==> src/rtl/fifo_deq_unpack_pkg.sv <==
// Shared definitions for the 128-bit to 32-bit FIFO unpacker: element and word
// geometry, the two-state controller encoding and the lane select helper.
package fifo_deq_unpack_pkg;

  localparam int ELEM_W = 128;
  localparam int WORD_W = 32;
  localparam int LANES  = 4;

  typedef enum logic {
    IDLE = 1'b0,
    SEND = 1'b1
  } state_e;

  // Pick the 32-bit word for send position idx. In MSB-first order the
  // physical lane is 3-idx, which for a 2-bit index is its bitwise inverse.
  function automatic logic [WORD_W-1:0] lane_sel(input logic [ELEM_W-1:0] elem,
                                                 input logic [1:0]        idx,
                                                 input logic              lsb_first);
    logic [1:0] lane;
    lane = lsb_first ? idx : ~idx;
    return elem[int'(lane)*WORD_W +: WORD_W];
  endfunction

endpackage

==> src/rtl/fifo_deq_unpack.sv <==
// Reader end of a 128-bit guarded FIFO. Each dequeued element is held and
// re-emitted as four 32-bit words, one per cycle the sink is ready. When the
// last word leaves, the next element is dequeued in the same cycle so a
// continuous stream runs at one word per clock without bubbles.
module fifo_deq_unpack
  import fifo_deq_unpack_pkg::*;
#(
  parameter bit LSB_FIRST = 1'b1
) (
  input  logic                CLK,
  input  logic                RST,
  output logic                in_deq__ENA,
  input  logic                in_deq__RDY,
  input  logic [ELEM_W-1:0]   in_first,
  output logic                out_enq__ENA,
  output logic [WORD_W-1:0]   out_enq_v,
  input  logic                out_enq__RDY
);

  state_e              state_q, state_d;
  logic [ELEM_W-1:0]   elem_q, elem_d;
  logic [1:0]          idx_q, idx_d;

  logic                last_lane;
  logic                deq_ena;
  logic                enq_ena;

  // Handshake strobes, output word and next-state selection.
  always_comb begin
    last_lane = (idx_q == 2'd3);
    enq_ena   = !RST && (state_q == SEND) && out_enq__RDY;
    deq_ena   = !RST && in_deq__RDY &&
                ((state_q == IDLE) || ((state_q == SEND) && last_lane && out_enq__RDY));

    out_enq_v = '0;
    if (!RST && (state_q == SEND)) begin
      out_enq_v = lane_sel(elem_q, idx_q, LSB_FIRST);
    end

    state_d = state_q;
    elem_d  = elem_q;
    idx_d   = idx_q;
    if (deq_ena) begin
      // Covers both the IDLE pickup and the back-to-back reload on lane 3.
      elem_d  = in_first;
      idx_d   = 2'd0;
      state_d = SEND;
    end else if (enq_ena) begin
      idx_d = idx_q + 2'd1;
      if (last_lane) begin
        state_d = IDLE;
      end
    end

    in_deq__ENA  = deq_ena;
    out_enq__ENA = enq_ena;
  end

  // State, holding register and lane index; reset clears all three.
  always_ff @(posedge CLK) begin
    if (RST) begin
      state_q <= IDLE;
      elem_q  <= '0;
      idx_q   <= 2'd0;
    end else begin
      state_q <= state_d;
      elem_q  <= elem_d;
      idx_q   <= idx_d;
    end
  end

endmodule

==> config.mk <==
export PLATFORM = sky130hd
export DESIGN_NAME = fifo_deq_unpack
export DESIGN_NICKNAME = d
export VERILOG_FILES = /design/src/rtl/fifo_deq_unpack_pkg.sv /design/src/rtl/fifo_deq_unpack.sv
export SDC_FILE = /design/constraint.sdc
export NUM_CORES = 1
export LEC_CHECK = 0
export ABC_AREA = 0
export CAP_MARGIN = 20
export CORE_MARGIN = 1
export CORE_UTILIZATION = 57
export CTS_BUF_LIST = sky130_fd_sc_hd__clkbuf_4 sky130_fd_sc_hd__clkbuf_8 sky130_fd_sc_hd__clkbuf_16
export CTS_CLUSTER_SIZE = 10
export DETAILED_ROUTE_END_ITERATION = 10
export DONT_BUFFER_PORTS = 1
export GPL_TIMING_DRIVEN = 1
export PLACE_DENSITY_LB_ADDON = 0.1
export SLEW_MARGIN = 20
export SYNTH_ARGS = -nofsm -noshare
export SYNTH_HDL_FRONTEND = slang
export SYNTH_SLANG_ARGS = --single-unit
==> constraint.sdc <==
create_clock -name CLK -period 1.6 [get_ports CLK]
set_input_delay 0.16 -clock CLK [delete_from_list [all_inputs] [get_ports CLK]]
set_output_delay 0.16 -clock CLK [all_outputs]
set_load 0.01 [all_outputs]
==> results.txt, run 1 <==
Status: stopped before the end
Stopped at: clock tree synthesis (4_1_cts)
Err: [ERROR RSZ-0060] Max buffer count reached.
Hold buffers post-CTS: 137
Syn_nets: 637
Sequential area share after synthesis: 42.9%
Synthesized area: 6120 um^2
Yosys cell types: 20
Post-CTS Setup Bufs: 9
Max clock buf depth: 2
Synthesized instance count: 504
CTS sink count: 131
DIE WIDTH: 106 um
Synth top area share: 42.9%
Initial core utilization: 59.0%
Post-synth EDFFs: 0
Post-CTS resize count: 20
Die span in y: 106 um
Post-synth ARST share: 0%
Row cnt: 37
Most area-hungry cell type in the Yosys netlist: dfxtp_1
Placement Setup Slack: -90.1 ps
CTS root buf: clkbuf_8
Syn_area_per_cell: 12.1 um^2
Seq cells post-synth: 131
Primary FF master, synth: dfxtp_1
Top post-synthesis cells by area: dfxtp_1 43%, mux2_1 17%, nor2b_1 16%
Most numerous cell in the Yosys netlist: nor2b_1
Port buffer count: 0
Clock buffer count from CTS: 17
YS warnings: 0
Htree depth: 4
GPL Wtd Cong: 0.718
Most frequent cells after synthesis: 160 x nor2b_1, 131 x dfxtp_1, 90 x mux2_1, 38 x mux2_2, 32 x mux4_2
Final HPWL DP: 7.92 mm
I/O pin total: 166
[logic make-up after synthesis]
family	synth area share, %
XOR/XNOR	0.143
AND/OR/NAND/NOR	17.1
AO/OA/AOI/OAI	0.123
multiplexers	35.5
adder cells (fa/ha/maj)	0.205
flip-flops	42.9
buffers and inverters	3.99
[through the flow]
stage	cell area [um^2]	utilization [%]	instances
3_5_place_dp	6390	61.7	632
3_3_place_gp	6390	61.7	632
2_1_floorplan	6120	-	504
==> run 2, diff against run 1 <==
CORE_UTILIZATION = 40   (was 57)
CTS_BUF_LIST = default   (was sky130_fd_sc_hd__clkbuf_4 sky130_fd_sc_hd__clkbuf_8 sky130_fd_sc_hd__clkbuf_16)
CTS_CLUSTER_SIZE = default   (was 10)
PLACE_DENSITY_LB_ADDON = 0.15   (was 0.1)
clock period = 2.1 ns   (was 1.6 ns; I/O delays follow)
==> run 2 against run 1 <==
Compared with the run above: the flow now finishes, with violations (DRC); synthesized cell count is the same; synthesized area is the same.
==> results.txt, run 2 <==
Status: finished, violations left
Failing checks: DRC
CTS sink count: 131 (unchanged)
Worst-path clk slew: 60 ps
Worst-path maximum fanout: 17
Post-synth ARST share: 0% (unchanged)
GRT Util Overall: 18.1%
Biggest regs: elem_q: 128 flops, idx_q: 2 flops, state_q: 1 flops
Wire per inst: 17.0 um
Top reg by flops: elem_q
Pwr Density: 777 nW/um^2
Yosys cell types: 20 (unchanged)
Critical path type: reg -> out
Relative slew margins: 73.5%
Syn_area_per_cell: 12.1 um^2 (unchanged)
Vias in the first global route: 4490
Fin. max-slew vios: 0
Row cnt: 44 (+19%)
CTS root buf: clkbuf_16
Die span in y: 126 um (+19%)
Top post-synthesis cells by area: dfxtp_1 43%, mux2_1 17%, nor2b_1 16%
Worst Path Buf+Inv: 1
Syn_nets: 637 (unchanged)
YS warnings: 0 (unchanged)
CTS tree: yes
Antenna diode count: 0
Seq cells post-synth: 131 (unchanged)
Die Area: 15800 um^2
Slowest stage delay, CP: 560 ps
Synthesized instance count: 504 (unchanged)
Clock share of power: 45.8%
Final setup vio count: 0
Most numerous cell in the Yosys netlist: nor2b_1
First-pass GRT wire length: 22.3 mm
Tcrit/Tclk final: 94.2%
Final Hold Viols: 0
Hold_ws: 41.3 ps
Placed Area: 6210 um^2 (-2.9%)
DRT Wirelength: 13.9 mm
Antenna violations before repair: 0
Sw Share: 21.2%
Final core occ: 55.3%
Most frequent cells in the layout: 160 x nor2b_1, 130 x dlygate4sd3_1, 129 x dfxtp_1
Final setup TNS: 0 ps
Most area-hungry cell type in the Yosys netlist: dfxtp_1
Pin count of the biggest net entering global routing: 133
Port buffer count: 0 (unchanged)
I/O pin total: 166 (unchanged)
Final ANT Viol Nets: 0
Power Internal: 4970 uW
Initial core utilization: 41.6% (-17 points)
P_sw: 1340 uW
Peak supply drop: 661 uV
GPL Wtd Cong: 0.700 (-2.5%)
Critical Path RT: 1890 ps
Htree depth: 4 (unchanged)
RSZ-0062 raised after global routing: false
# nets final: 753
Core box area: 14700 um^2
Combinational cell fraction of total power: 10.7%
Leakage: 0.00323 uW
Area Overhead vs Synth: 32.9%
Via/cell ratio: 4.99
Initial DRC Count: 117
Via count: 4074
Drt pass-1 iters: 7
Worst slew pin tran: 397 ps
Overflow after GRT: 0
CP Launch Type: register
Clock buffer count from CTS: 17 (unchanged)
Synthesized area: 6120 um^2 (unchanged)
# DRC: 11
DIE WIDTH: 126 um (+19%)
Clock latency on the worst-skew pair: 410 ps
Sequential Power Share: 43.4%
Cell Chain, Critical Path: buf_12 -> mux4_2 -> nor2b_1
Sequential area share after synthesis: 42.9% (unchanged)
Clock Skews: 7.32 ps
Post-CTS Setup Bufs: 0 (-9)
Primary FF master, synth: dfxtp_1
Critical path data arrival time: 1770 ps
Commonest non-fill, non-tap cell in the layout: nor2b_1
Max clock buf depth: 2 (unchanged)
Cell family with most CP delay: multiplexers
Tmin final: 1980 ps
Total of max-cap violations: 0
Fmax: 505 MHz
Final HPWL DP: 8.05 mm (+1.7%)
Post-layout instance area: 8130 um^2
Most frequent cells after synthesis: 160 x nor2b_1, 131 x dfxtp_1, 90 x mux2_1, 38 x mux2_2, 32 x mux4_2
Crit. End Element: primary output
Max reg flops: 128
CP max-delay cell: mux4_2
Worst hold path type: in -> reg
Post-synth EDFFs: 0 (unchanged)
Synth top area share: 42.9% (unchanged)
Ratio of cells with drive above 1 in the final layout: 17.2%
run 2: kinds of logic (layout without fill, tap and decap cells):
| logic type | count (synthesis) | in the layout | share of synthesized area, % |
|---|---|---|---|
| xor gates and xnor gates | 1 | 1 | 0.143 |
| adders and majority gates | 1 | 1 | 0.205 |
| muxes | 161 | 161 | 35.5 |
| and+or+nand+nor | 168 | 168 | 17.1 |
| AOI/OAI and AO/OA | 1 | 1 | 0.123 |
| DFF | 131 | 131 | 42.9 |
| buffers and inverters | 41 | 170 | 3.99 |
run 2: worst reg2reg max path: cells and delay by family, from the launching register on:
| kind | cells | cell delay (ps) |
|---|---|---|
| and+or+nand+nor | 1 | 370 |
| DFF | 1 | 390 |
| buffers and inverters | 1 | 310 |
| adders and majority gates | 1 | 170 |
| muxes | 1 | 440 |
| AOI/OAI and AO/OA | 1 | 100 |
run 2: metrics by stage:
stage	std cells	setup slack, ps	power [uW]
detailed placement	654	283	3270
global placement	654	316	3240
CTS	816	3.13	6390
finish	817	122	6310
global route	817	32.3	6570
floorplan	504	425	3220
run 2: what timing repair did:
item | CTS | global route
hold buffers | 130 | 0
gates resized for setup | 0 | 1
setup endpoints to repair | 0 | 4
hold endpoints to repair | 131 | 0
run 2: cell type report:
type | instances | area (um^2)
fillers | 1247 | 6570
multi-input cells | 332 | 3260
flip-flops and latches | 131 | 2630
repair buffers | 137 | 1430
clock buffers | 24 | 482
well taps | 184 | 230
clock inverters | 8 | 101
inverters | 1 | 3.75
run 2: path summary, 6_finish.rpt:
| kind | startpoint | slack [ps] | cells past startpoint | end |
|---|---|---|---|---|
| hold reg to reg | elem_q[57]$_SDFFE_PP0P_ | 570 | 2 | elem_q[57]$_SDFFE_PP0P_ |
| setup / recovery | idx_q[0]$_SDFFE_PP0P_ | 120 | 3 | out_enq_v[31] |
| hold / removal | RST | 40 | 2 | elem_q[13]$_SDFFE_PP0P_ |
| setup reg to reg | idx_q[0]$_SDFFE_PP0P_ | 210 | 5 | elem_q[116]$_SDFFE_PP0P_ |
run 2: power by group through the flow:
stage	Combinational, uW	Clock (uW)	Sequential, uW
after floorplan	454	0	2760
after global placement	460	0	2780
after detailed placement	475	0	2790
after CTS	678	2970	2740
after global routing	734	3080	2760
final	677	2890	2740
run 2: layer usage:
metal  share of wire, %  GRT usage (%)
met1                 44           21.4
met2                 50           30.8
met3                5.4           5.78
met4                1.2           6.74
met5                  0              0
(Power assumes the default switching activity.)
